===== src/rtl/ld3320_bus_pkg.sv =====
// Shared types and phase-length helper for the LD3320 8080-style bus master.
// FSM state encoding and the setup/strobe/hold phase selectors live here.
package ld3320_bus_pkg;

  typedef enum logic [2:0] {
    ST_IDLE,
    ST_ADDR_SETUP,
    ST_ADDR_STROBE,
    ST_ADDR_HOLD,
    ST_DATA_SETUP,
    ST_DATA_STROBE,
    ST_DATA_HOLD,
    ST_DONE
  } state_e;

  typedef enum logic [1:0] {
    PH_NONE,
    PH_SETUP,
    PH_STROBE,
    PH_HOLD
  } phase_e;

  function automatic phase_e state_phase(input state_e s);
    case (s)
      ST_ADDR_SETUP,  ST_DATA_SETUP:  return PH_SETUP;
      ST_ADDR_STROBE, ST_DATA_STROBE: return PH_STROBE;
      ST_ADDR_HOLD,   ST_DATA_HOLD:   return PH_HOLD;
      default:                        return PH_NONE;
    endcase
  endfunction

  function automatic int unsigned phase_len(input phase_e ph,
                                            input int unsigned setup_cyc,
                                            input int unsigned strobe_cyc,
                                            input int unsigned hold_cyc);
    case (ph)
      PH_SETUP:  return setup_cyc;
      PH_STROBE: return strobe_cyc;
      PH_HOLD:   return hold_cyc;
      default:   return 0;
    endcase
  endfunction

endpackage


===== src/rtl/ld3320_bus_master_if.sv =====
// Command/data handshake and LD3320 pad signals grouped as one bundle.
// The master modport is the bus-master view; slave is the sequencer/pad side.
interface ld3320_bus_master_if #(
  parameter int DATA_W = 8,
  parameter int ADDR_W = 8,
  parameter int LEN_W  = 4
);
  logic              cmd_valid;
  logic              cmd_ready;
  logic              cmd_write;
  logic              cmd_incr;
  logic [ADDR_W-1:0] cmd_addr;
  logic [LEN_W-1:0]  cmd_len;
  logic [DATA_W-1:0] wdata;
  logic              wdata_valid;
  logic              wdata_ready;
  logic [DATA_W-1:0] rdata;
  logic              rdata_valid;
  logic              done;
  logic              busy;
  logic              bus_oe;
  logic [DATA_W-1:0] bus_dout;
  logic [DATA_W-1:0] bus_din;
  logic              A0;
  logic              CSB;
  logic              WRB;
  logic              RDB;

  modport master (
    input  cmd_valid, cmd_write, cmd_incr, cmd_addr, cmd_len, wdata, wdata_valid, bus_din,
    output cmd_ready, wdata_ready, rdata, rdata_valid, done, busy, bus_oe, bus_dout,
           A0, CSB, WRB, RDB
  );

  modport slave (
    output cmd_valid, cmd_write, cmd_incr, cmd_addr, cmd_len, wdata, wdata_valid, bus_din,
    input  cmd_ready, wdata_ready, rdata, rdata_valid, done, busy, bus_oe, bus_dout,
           A0, CSB, WRB, RDB
  );
endinterface


===== src/rtl/ld3320_phase_timer.sv =====
// Down-counter timing one setup/strobe/hold phase; loaded on state entry.
// last marks the final cycle of the phase and is suppressed while stalled.
module ld3320_phase_timer #(
  parameter int unsigned CNT_W = 2
) (
  input  logic             clk,
  input  logic             rst_n,
  input  logic             load,
  input  logic [CNT_W-1:0] load_val,
  input  logic             stall,
  output logic             last
);

  logic [CNT_W-1:0] count_q;

  // NOTE: sequential state uses non-blocking assignments so every flop samples
  // pre-edge values regardless of process ordering.
  always_ff @(posedge clk or negedge rst_n) begin
    if (!rst_n) begin
      count_q <= '0;
    end else if (load) begin
      count_q <= load_val;
    end else if (!stall && count_q != '0) begin
      count_q <= count_q - 1'b1;
    end
  end

  assign last = (count_q == CNT_W'(1)) && !stall;

endmodule


===== src/rtl/ld3320_bus_master.sv =====
// LD3320 8080-style parallel bus master: address/data cycles with programmable
// setup/strobe/hold widths, incrementing or fixed-address bursts.
module ld3320_bus_master
  import ld3320_bus_pkg::*;
#(
  parameter int unsigned DATA_W     = 8,
  parameter int unsigned ADDR_W     = 8,
  parameter int unsigned LEN_W      = 4,
  parameter int unsigned SETUP_CYC  = 1,
  parameter int unsigned STROBE_CYC = 1,
  parameter int unsigned HOLD_CYC   = 1
) (
  input logic                 clk,
  input logic                 rst_n,
  ld3320_bus_master_if.master bus
);

  localparam int unsigned MAX_A   = (SETUP_CYC > STROBE_CYC) ? SETUP_CYC : STROBE_CYC;
  localparam int unsigned MAX_CYC = (MAX_A > HOLD_CYC) ? MAX_A : HOLD_CYC;
  localparam int unsigned CNT_W   = $clog2(MAX_CYC + 1);

  state_e            state_q, state_d;
  logic [ADDR_W-1:0] addr_q, addr_d;
  logic [LEN_W-1:0]  beats_q, beats_d;
  logic              write_q, incr_q, captured_q, captured_d;
  logic              accept, stall, capture, phase_last;

  logic              a0_q, csb_q, wrb_q, rdb_q, oe_q, wready_q, rvalid_q, done_q, busy_q;
  logic              a0_d, csb_d, wrb_d, rdb_d, oe_d, wready_d, rvalid_d, done_d, busy_d;
  logic [DATA_W-1:0] dout_q, dout_d, rdata_q, rdata_d;
  logic              addr_ph_d, data_ph_d;

  assign accept  = bus.cmd_valid && (state_q == ST_IDLE);
  // A write beat waits in DATA_SETUP until data arrives; the timer is frozen meanwhile.
  assign stall   = (state_q == ST_DATA_SETUP) && write_q && !captured_q && !bus.wdata_valid;
  assign capture = (state_q == ST_DATA_SETUP) && write_q && !captured_q &&  bus.wdata_valid;

  ld3320_phase_timer #(.CNT_W(CNT_W)) u_timer (
    .clk      (clk),
    .rst_n    (rst_n),
    .load     (state_d != state_q),
    .load_val (CNT_W'(phase_len(state_phase(state_d), SETUP_CYC, STROBE_CYC, HOLD_CYC))),
    .stall    (stall),
    .last     (phase_last)
  );

  always_ff @(posedge clk or negedge rst_n) begin
    if (!rst_n) state_q <= ST_IDLE;
    else        state_q <= state_d;
  end

  // NOTE: a default assignment at the top of every combinational block keeps
  // each output driven on all paths, so no latch is inferred.
  always_comb begin
    state_d = state_q;
    case (state_q)
      ST_IDLE:        if (accept)     state_d = ST_ADDR_SETUP;
      ST_ADDR_SETUP:  if (phase_last) state_d = ST_ADDR_STROBE;
      ST_ADDR_STROBE: if (phase_last) state_d = ST_ADDR_HOLD;
      ST_ADDR_HOLD:   if (phase_last) state_d = ST_DATA_SETUP;
      ST_DATA_SETUP:  if (phase_last) state_d = ST_DATA_STROBE;
      ST_DATA_STROBE: if (phase_last) state_d = ST_DATA_HOLD;
      ST_DATA_HOLD:
        if (phase_last) begin
          if (beats_q == '0) state_d = ST_DONE;
          else if (incr_q)   state_d = ST_ADDR_SETUP;
          else               state_d = ST_DATA_SETUP;
        end
      ST_DONE:        state_d = ST_IDLE;
      default:        state_d = ST_IDLE;
    endcase
  end

  always_comb begin
    addr_d     = addr_q;
    beats_d    = beats_q;
    captured_d = (state_d == ST_DATA_SETUP) && (captured_q || capture);
    if (accept) begin
      addr_d  = bus.cmd_addr;
      beats_d = bus.cmd_len;
    end else if (state_q == ST_DATA_HOLD && phase_last && beats_q != '0) begin
      beats_d = beats_q - 1'b1;
      if (incr_q) addr_d = addr_q + 1'b1;
    end
  end

  // Output registers are loaded from the next state so pins line up with the state.
  always_comb begin
    addr_ph_d = state_d inside {ST_ADDR_SETUP, ST_ADDR_STROBE, ST_ADDR_HOLD};
    data_ph_d = state_d inside {ST_DATA_SETUP, ST_DATA_STROBE, ST_DATA_HOLD};
    a0_d      = addr_ph_d;
    csb_d     = !(state_d == ST_ADDR_STROBE || state_d == ST_DATA_STROBE);
    wrb_d     = !(state_d == ST_ADDR_STROBE || (state_d == ST_DATA_STROBE && write_q));
    rdb_d     = !(state_d == ST_DATA_STROBE && !write_q);
    oe_d      = !(data_ph_d && !write_q);
    wready_d  = capture;
    done_d    = (state_d == ST_DONE);
    busy_d    = (state_d != ST_IDLE);
    dout_d    = dout_q;
    if (addr_ph_d)    dout_d = DATA_W'(addr_d);
    else if (capture) dout_d = bus.wdata;
    rdata_d   = rdata_q;
    rvalid_d  = 1'b0;
    if (state_q == ST_DATA_STROBE && phase_last && !write_q) begin
      rdata_d  = bus.bus_din;
      rvalid_d = 1'b1;
    end
  end

  always_ff @(posedge clk or negedge rst_n) begin
    if (!rst_n) begin
      addr_q     <= '0;
      beats_q    <= '0;
      write_q    <= 1'b0;
      incr_q     <= 1'b0;
      captured_q <= 1'b0;
      a0_q       <= 1'b0;
      csb_q      <= 1'b1;
      wrb_q      <= 1'b1;
      rdb_q      <= 1'b1;
      oe_q       <= 1'b1;
      wready_q   <= 1'b0;
      rvalid_q   <= 1'b0;
      done_q     <= 1'b0;
      busy_q     <= 1'b0;
      dout_q     <= '0;
      rdata_q    <= '0;
    end else begin
      addr_q     <= addr_d;
      beats_q    <= beats_d;
      captured_q <= captured_d;
      if (accept) begin
        write_q <= bus.cmd_write;
        incr_q  <= bus.cmd_incr;
      end
      a0_q       <= a0_d;
      csb_q      <= csb_d;
      wrb_q      <= wrb_d;
      rdb_q      <= rdb_d;
      oe_q       <= oe_d;
      wready_q   <= wready_d;
      rvalid_q   <= rvalid_d;
      done_q     <= done_d;
      busy_q     <= busy_d;
      dout_q     <= dout_d;
      rdata_q    <= rdata_d;
    end
  end

  assign bus.cmd_ready   = (state_q == ST_IDLE);
  assign bus.A0          = a0_q;
  assign bus.CSB         = csb_q;
  assign bus.WRB         = wrb_q;
  assign bus.RDB         = rdb_q;
  assign bus.bus_oe      = oe_q;
  assign bus.bus_dout    = dout_q;
  assign bus.wdata_ready = wready_q;
  assign bus.rdata       = rdata_q;
  assign bus.rdata_valid = rvalid_q;
  assign bus.done        = done_q;
  assign bus.busy        = busy_q;

endmodule


===== src/flat_wrapper.sv =====
// flat-port wrapper written by rule: the top's interface ports become plain ports
module ld3320_bus_master_flat import ld3320_bus_pkg::*;
#(
  parameter int unsigned DATA_W     = 8,
  parameter int unsigned ADDR_W     = 8,
  parameter int unsigned LEN_W      = 4,
  parameter int unsigned SETUP_CYC  = 1,
  parameter int unsigned STROBE_CYC = 1,
  parameter int unsigned HOLD_CYC   = 1
)
  (clk, rst_n, bus_cmd_valid, bus_cmd_write, bus_cmd_incr, bus_cmd_addr, bus_cmd_len, bus_wdata, bus_wdata_valid, bus_bus_din, bus_cmd_ready, bus_wdata_ready, bus_rdata, bus_rdata_valid, bus_done, bus_busy, bus_bus_oe, bus_bus_dout, bus_A0, bus_CSB, bus_WRB, bus_RDB);
  ld3320_bus_master_if #(.DATA_W(DATA_W), .ADDR_W(ADDR_W), .LEN_W(LEN_W)) bus_i ();
  input logic clk;
  input logic rst_n;
  input wire logic [$bits(bus_i.cmd_valid)-1:0] bus_cmd_valid;
  input wire logic [$bits(bus_i.cmd_write)-1:0] bus_cmd_write;
  input wire logic [$bits(bus_i.cmd_incr)-1:0] bus_cmd_incr;
  input wire logic [$bits(bus_i.cmd_addr)-1:0] bus_cmd_addr;
  input wire logic [$bits(bus_i.cmd_len)-1:0] bus_cmd_len;
  input wire logic [$bits(bus_i.wdata)-1:0] bus_wdata;
  input wire logic [$bits(bus_i.wdata_valid)-1:0] bus_wdata_valid;
  input wire logic [$bits(bus_i.bus_din)-1:0] bus_bus_din;
  output wire logic [$bits(bus_i.cmd_ready)-1:0] bus_cmd_ready;
  output wire logic [$bits(bus_i.wdata_ready)-1:0] bus_wdata_ready;
  output wire logic [$bits(bus_i.rdata)-1:0] bus_rdata;
  output wire logic [$bits(bus_i.rdata_valid)-1:0] bus_rdata_valid;
  output wire logic [$bits(bus_i.done)-1:0] bus_done;
  output wire logic [$bits(bus_i.busy)-1:0] bus_busy;
  output wire logic [$bits(bus_i.bus_oe)-1:0] bus_bus_oe;
  output wire logic [$bits(bus_i.bus_dout)-1:0] bus_bus_dout;
  output wire logic [$bits(bus_i.A0)-1:0] bus_A0;
  output wire logic [$bits(bus_i.CSB)-1:0] bus_CSB;
  output wire logic [$bits(bus_i.WRB)-1:0] bus_WRB;
  output wire logic [$bits(bus_i.RDB)-1:0] bus_RDB;
  assign bus_i.cmd_valid = bus_cmd_valid;
  assign bus_i.cmd_write = bus_cmd_write;
  assign bus_i.cmd_incr = bus_cmd_incr;
  assign bus_i.cmd_addr = bus_cmd_addr;
  assign bus_i.cmd_len = bus_cmd_len;
  assign bus_i.wdata = bus_wdata;
  assign bus_i.wdata_valid = bus_wdata_valid;
  assign bus_i.bus_din = bus_bus_din;
  assign bus_cmd_ready = bus_i.cmd_ready;
  assign bus_wdata_ready = bus_i.wdata_ready;
  assign bus_rdata = bus_i.rdata;
  assign bus_rdata_valid = bus_i.rdata_valid;
  assign bus_done = bus_i.done;
  assign bus_busy = bus_i.busy;
  assign bus_bus_oe = bus_i.bus_oe;
  assign bus_bus_dout = bus_i.bus_dout;
  assign bus_A0 = bus_i.A0;
  assign bus_CSB = bus_i.CSB;
  assign bus_WRB = bus_i.WRB;
  assign bus_RDB = bus_i.RDB;
  ld3320_bus_master #(.DATA_W(DATA_W), .ADDR_W(ADDR_W), .LEN_W(LEN_W), .SETUP_CYC(SETUP_CYC), .STROBE_CYC(STROBE_CYC), .HOLD_CYC(HOLD_CYC)) u_core (.clk(clk), .rst_n(rst_n), .bus(bus_i));
endmodule

===== config.mk =====
export PLATFORM = sky130hd
export DESIGN_NAME = ld3320_bus_master_flat
export DESIGN_NICKNAME = d
export VERILOG_FILES = /design/src/rtl/ld3320_bus_pkg.sv /design/src/rtl/ld3320_bus_master_if.sv /design/src/rtl/ld3320_phase_timer.sv /design/src/rtl/ld3320_bus_master.sv /design/src/flat_wrapper.sv
export SDC_FILE = /design/constraint.sdc
export NUM_CORES = 1
export LEC_CHECK = 0
export CELL_PAD_IN_SITES_DETAIL_PLACEMENT = 1
export CELL_PAD_IN_SITES_GLOBAL_PLACEMENT = 2
export CORE_MARGIN = 3
export CORE_UTILIZATION = 32
export DETAILED_ROUTE_END_ITERATION = 7
export HOLD_SLACK_MARGIN = 0.15
export PLACE_DENSITY = 0.93
export RECOVER_POWER = 100
export SLEW_MARGIN = 30
export SYNTH_ARGS = -nofsm -noshare
export SYNTH_HDL_FRONTEND = slang
export SYNTH_SLANG_ARGS = --single-unit

===== constraint.sdc =====
create_clock -name clk -period 3.4 [get_ports clk]
set_input_delay 0.68 -clock clk [delete_from_list [all_inputs] [get_ports clk]]
set_output_delay 0.68 -clock clk [all_outputs]
set_load 0.01 [all_outputs]

==> results.cfg, run 1 <==
[floorplan]
ioPinCount = 60
die_h_um = 89.47
dieArea_mm2 = 0.008005
start_util = 0.3414
core_area_mm2 = 0.006531
std_cell_rows = 29
die_w_um = 89.47

[global_route]
grt.overflow.total = 0
grt_usage = 0.1465
grt_max_degree = 45
grt_pass1_wl_um = 9101
antenna_found_initial = 0
grt_pass1_vias = 1919

[critical_path]
timing.rr.start = u_core.beats_q[0]
crit_chain = inv_1 > ha_1 > or3b_1 > a31oi_1 > a211oi_1 > o21a_1 > mux2_2
critPathRequiredTime_ps = 3590
crit_slowest_cell = a211oi_1
critPathKind = reg -> reg
critPathTopFamily = compound AO/OA/AOI/OAI gates
crit_start = u_core.beats_q[0]
endpoint_kind = flop
cp_max_fo = 9
arrival_ps = 2820
path_buf_inv = 1
cp-start-kind = flop
max_stage_delay_ps = 670

[synth]
yosys.area.top_type = dfrtp_1
synthCells = 206
ys_ff_latch = 44
synth_top_cell_area_share = 0.4489
ys.warnings.count = 0
synth-seq-area-share = 0.4961
synth.area.top_cells = dfrtp_1, mux2_2, dfstp_2
syn_area_per_cell_um2 = 10.82
syn_area_mm2 = 0.002230
synth.distinct_cells = 52
postSynthNetCount = 242

[clock_tree]
cts_root_buffer = clkbuf_8
clk_latency_ps = 300
cts_hold_buf = 0
ctsResizeCount = 0
cts_setup_buffers = 0
numCtsBuffers = 5
cts.sinks = 44
cts.reportedPaths.clkPinSlew_ps = 90
cts_tree = built
clockBufferDepth = 2
ctsHtreeMaxLevel = 2

[placed_design]
portBuffers = 59
gp_congestion = 0.7662
hpwl_um = 3995

[timing]
finClkSkew_ps = 8.649
worstMarginPinSlew_ps = 2364
final_max_slew_viol_count = 45
fmax_ghz = 0.3797
timing.hold.ws_ps = 510.5
setup_tns_ps = 0
relSlewSlack = -0.5763
hold_viol = 0
period_needed_ps = 2633
timing.final.crit_share = 0.7745
rsz0062_at_grt = no
setup_viol = 0

[power_and_ir_drop]
p_int_mw = 1.587
netSwitchingFraction = 0.3912
clkPwrFrac = 0.160
ir_drop_v = 0.0003727
power_frac_comb = 0.460
power-per-cell-area_mw_per_mm2 = 881.0
seq_power_share = 0.380
p_switching_mw = 1.019
p_leak_nw = 1.198

[drt]
drt_iter0_drc = 90
avgRoutedWirePerCell_um = 15.76
drtPass1Iterations = 4
postRouteAntennaNets = 0
drt_wl_total_um = 5423
vias_per_cell = 5.183
vias = 1783
drc = 0

[min_path]
hp-class = reg -> reg
hp-start = u_core.bus.rdata[1]

[layout]
nets = 302
drive_above_1_share = 0.1386
postLayoutCoreUtil = 0.4529
syn_to_final_growth_pct = 32.66
num_antenna_cells = 0

[run_status]
status = finished with violations
violations = capacitance limit, slew limit

[flow_run]
maxCapViolCount = 1
## worst register-to-register path, stage by stage, from the launching register on
cell and delay [ps]:
dfrtp_1 370, inv_1 80, ha_1 220, or3b_1 220
a31oi_1 130, a211oi_1 670, o21a_1 450, mux2_2 390
## power by group through the flow
stage	sequential [mW]	clock, mW	combinational [mW]
after CTS	1.01	0.426	1.33
after detailed placement	1.01	0	1.32
after floorplan	0.968	0	0.871
after global routing	1.04	0.450	1.34
after global placement	1.00	0	1.28
final	0.990	0.417	1.20
## per-stage QoR
step | setup slack (ps) | cell area, um^2 | power, mW | std cells
finish | 766.6 | 2958 | 2.606 | 344
global route | 473.7 | 2958 | 2.826 | 344
CTS | 805.8 | 2999 | 2.765 | 344
detailed placement | 632.8 | 2883 | 2.333 | 336
global placement | 664.2 | 2880 | 2.284 | 336
floorplan | 1337 | 2230 | 1.839 | 206
## registers in the layout (all words and copies together) (netlist names), 3 cells and up
register             cells
u_core.addr_q            8
u_core.beats_q           4
u_core.bus.bus_dout      8
u_core.bus.rdata         8
u_core.state_q           3
## layout make-up
class,count,area (um^2)
clock buffer,5,68.82
clock inverter,3,47.55
fill,739,3573
inverter,8,30.03
multi-input combinational,142,998.5
sequential,44,1106
tap,77,96.34
timing repair buffer,65,610.6
## routing by layer
metal | track usage | part of all wire | up-vias | wire length, um
met5 | 0 | 0 | - | 0
met4 | 0.04601 | 0.013 | 0 | 71
met3 | 0.03134 | 0.036 | 10 | 193
met2 | 0.2405 | 0.51 | 42 | 2745
met1 | 0.1933 | 0.45 | 875 | 2414
li1 | - | - | 856 | -
## placed cells by master, fill, tap and decap left out, types with 3 or more instances in the layout
| cell type | n |
|---|---|
| nor4_1 | 6 |
| nand2_1 | 25 |
| o21ai_0 | 8 |
| mux2_2 | 17 |
| nand4_1 | 3 |
| nor2_1 | 9 |
| clkdlybuf4s50_1 | 31 |
| a21oi_1 | 7 |
| and3_1 | 4 |
| dfstp_2 | 4 |
| xnor2_1 | 4 |
| mux2_1 | 3 |
| dfrtp_1 | 40 |
| inv_1 | 7 |
| clkbuf_1 | 6 |
| nor3_1 | 6 |
| dlygate4sd3_1 | 27 |
| clkbuf_8 | 5 |
| nand3_1 | 4 |
## cell families after synthesis
kind of cell,synth area share
adder cells (fa/ha/maj),0.01122
AND/OR/NAND/NOR,0.2149
buffers and inverters,0.04769
XOR/XNOR,0.02357
multiplexers,0.1134
flip-flops,0.4961
AO/OA/AOI/OAI,0.09315
## cell usage after synthesis, drive strengths merged
cell type,instances
dfrtp,40
nand2,25
mux2,20
buf,11
nor2,9
inv,8
o21ai,8
a21oi,7
nor4,7
nor3,6
and3,4
dfstp,4
nand3,4
nor4b,4
xnor2,4
nand4,3
a31oi,2
and2,2
ha,2
mux2i,2
nand2b,2
nand3b,2
nor2b,2
nor3b,2
o211ai,2
o21a,2
o311ai,2
o31ai,2
or3,2
or4,2
xor2,2
a211o,1
a211oi,1
a32oi,1
and3b,1
clkbuf,1
nand4b,1
o221ai,1
o2bb2ai,1
o311a,1
or2,1
or3b,1
or4b,1
## worst paths after layout
path                                           to  slack (ps)  depth (start not counted)
min reg2reg                   u_core.bus.rdata[1]         510                          1
min                           u_core.bus.rdata[1]         510                          1
max                        u_core.bus.bus_dout[7]         770                          7
max reg2reg                u_core.bus.bus_dout[7]         770                          7
min in group asynchronous  u_core.bus.bus_dout[6]        1090                          1
max in group asynchronous       u_core.beats_q[3]         970                          1
No activity file was read; power rests on OpenSTA's default activity.
==> run 2: changes to the inputs <==
--- a/config.mk
+++ b/config.mk
@@ -8,10 +8,10 @@
 export CELL_PAD_IN_SITES_DETAIL_PLACEMENT = 1
 export CELL_PAD_IN_SITES_GLOBAL_PLACEMENT = 2
 export CORE_MARGIN = 3
-export CORE_UTILIZATION = 32
+export CORE_UTILIZATION = 27
 export DETAILED_ROUTE_END_ITERATION = 7
 export HOLD_SLACK_MARGIN = 0.15
-export PLACE_DENSITY = 0.93
+export PLACE_DENSITY = 0.84
 export RECOVER_POWER = 100
 export SLEW_MARGIN = 30
 export SYNTH_ARGS = -nofsm -noshare
==> constraint.sdc (replaced) <==
create_clock -name clk -period 2.3 [get_ports clk]
set_input_delay 0.46 -clock clk [delete_from_list [all_inputs] [get_ports clk]]
set_output_delay 0.46 -clock clk [all_outputs]
set_load 0.01 [all_outputs]
==> run 2 against run 1 <==
Non-clock buffer count up 14. Sequential power rose by 49%. Register-to-register slack got worse by 620 ps. Via count up 2.9%. Clock power is 48% higher. Hold slack better by 1.8 ps. Cell count grew 11%. Clock skew about the same. Power is 69% higher. Die area rose by 17%. Routed wire length rose by 5.8%. The run now ends clean. Largest cell class unchanged.
==> results.cfg, run 2 (synthesized netlist as in run 1, its figures left out) <==
[global_route]
grt_pass1_wl_um = 9639
antenna_found_initial = 0
grt_usage = 0.1243
grt.overflow.total = 0
grt_max_degree = 21
grt_pass1_vias = 1979

[placed_design]
hpwl_um = 4364
portBuffers = 59
gp_congestion = 0.7579
post-place-ws_ps = -91.52

[floorplan]
ioPinCount = 60
std_cell_rows = 32
core_area_mm2 = 0.007888
dieArea_mm2 = 0.009385
start_util = 0.2827
die_w_um = 96.88
die_h_um = 96.88

[critical_path]
reg2reg_slack_ps = 150
endpoint = u_core.bus.bus_dout[1]
cp-start-kind = flop
endpoint_kind = flop
crit_chain = inv_1 > ha_2 > or3b_4 > a31oi_4 > a211oi_2 > o21a_1 > buf_12 > buf_4 > o311ai_2
crit_slowest_cell = or3b_4
worst-r2r-cell-count = 9
max_stage_delay_ps = 410
timing.rr.start = u_core.beats_q[1]
crit_start = u_core.beats_q[1]
arrival_ps = 2360
critPathKind = reg -> reg
critPathRequiredTime_ps = 2510
cp_max_fo = 7
r2r_end = u_core.bus.bus_dout[1]

[clock_tree]
cts_tree = built
cts.reportedPaths.clkPinSlew_ps = 90
clockBufferDepth = 2
clk_latency_ps = 300
cts_root_buffer = clkbuf_8
ctsHtreeMaxLevel = 2
cts.sinks = 44
numCtsBuffers = 5
cts_setup_buffers = 0

[min_path]
hp-class = reg -> reg

[run_status]
status = finished clean

[layout]
syn_to_final_growth_pct = 43.77
mostFrequentLayoutCells = clkdlybuf4s50_1, dfrtp_1, nand2_1, mux2_2, buf_4
final_common_cell = clkdlybuf4s50_1
nets = 316
drive_above_1_share = 0.2456
num_antenna_cells = 0

[timing]
setup_viol = 0
relSlewSlack = 0.4738
period_needed_ps = 2150
setup_ws_ps = 149.7
hold_viol = 0
fmax_ghz = 0.4651
worstMarginPinSlew_ps = 789.4
timing.hold.ws_ps = 512.3
finClkSkew_ps = 8.665
timing.final.crit_share = 0.9349
final_max_slew_viol_count = 0
rsz0062_at_grt = yes

[drt]
vias_per_cell = 4.791
postRouteAntennaNets = 0
drtPass1Iterations = 4
drt_iter0_drc = 71
vias = 1835
drc = 0
avgRoutedWirePerCell_um = 14.98
drt_wl_total_um = 5738

[power_and_ir_drop]
clkPwrFrac = 0.140
p_leak_nw = 1.297
power_frac_comb = 0.523
p_switching_mw = 1.653
seq_power_share = 0.337
p_int_mw = 2.742
power-per-cell-area_mw_per_mm2 = 1371
ir_drop_v = 0.0005489
netSwitchingFraction = 0.3760

[flow_run]
maxCapViolCount = 0
==> run 2: cell types whose count changed in the layout (fill, tap and decap cells not counted), moves of 4 or more <==
cell	change
clkbuf_1	-4
clkdlybuf4s50_1	+26
dlygate4sd3_1	-26
buf_4	+15
==> run 2: stage by stage <==
step / total power, mW / TNS (ps) / instance area (um^2) / utilization / cells
2_1_floorplan: 2.718 / 0 / 2230 / - / 206
5_1_grt: 4.753 / -29.01 / 3206 / 0.4064 / 383
3_3_place_gp: 3.664 / -226.0 / 3022 / 0.3831 / 374
6_report: 4.395 / 0 / 3206 / 0.4064 / 383
4_1_cts: 4.405 / 0 / 3166 / 0.4013 / 383
3_5_place_dp: 3.722 / -485.4 / 3022 / 0.3831 / 374
==> run 2: repair_timing <==
item                                    4_1_cts  5_1_grt
endpoints found under the setup margin        7        9
pin swaps                                     2        3
endpoints found under the hold margin        13        0
resized for setup                             4       11
hold buffers                                  1        0
==> run 2: cell type report <==
type | count | area, um^2
clock inverter | 3 | 46.29
clock buffer | 5 | 68.82
sequential | 44 | 1109
timing repair buffer | 79 | 745.7
fill | 880 | 4682
tap | 102 | 127.6
multi-input combinational | 142 | 1079
inverter | 8 | 30.03
==> run 2: routing by layer <==
layer	vias up	wire length, um	share of wire	global-route usage
met2	30	2943	0.51	0.2086
met3	6	162	0.028	0.02451
met5	-	0	0	0
met1	909	2573	0.45	0.1635
met4	0	59	0.010	0.03240
li1	890	-	-	-
==> run 2: how the worst min path moves through the flow <==
stage | start | cells past startpoint | end
2_1_floorplan | rst_n | 0 | u_core.addr_q[0]
3_3_place_gp | rst_n | 1 | u_core.addr_q[6]
3_5_place_dp | rst_n | 1 | u_core.addr_q[6]
4_1_cts | u_core.bus.rdata[2] | 1 | u_core.bus.rdata[2]
5_1_grt | u_core.bus.rdata[0] | 1 | u_core.bus.rdata[0]
6_report | u_core.bus.rdata[3] | 1 | u_core.bus.rdata[3]
==> run 2: power by group through the flow <==
stage | sequential (mW) | combinational (mW) | clock (mW)
floorplan | 1.43 | 1.29 | 0
global placement | 1.47 | 2.19 | 0
detailed placement | 1.47 | 2.25 | 0
CTS | 1.48 | 2.28 | 0.643
global route | 1.54 | 2.54 | 0.675
finish | 1.48 | 2.30 | 0.617
==> run 2: worst max-delay path: cells and delay by family, from the launching register on <==
kind            cells  cell delay (ps)
compound gates      4              700
fa+ha+maj           1              190
simple gates        1              410
flops               1              400
buf+inv             3              340
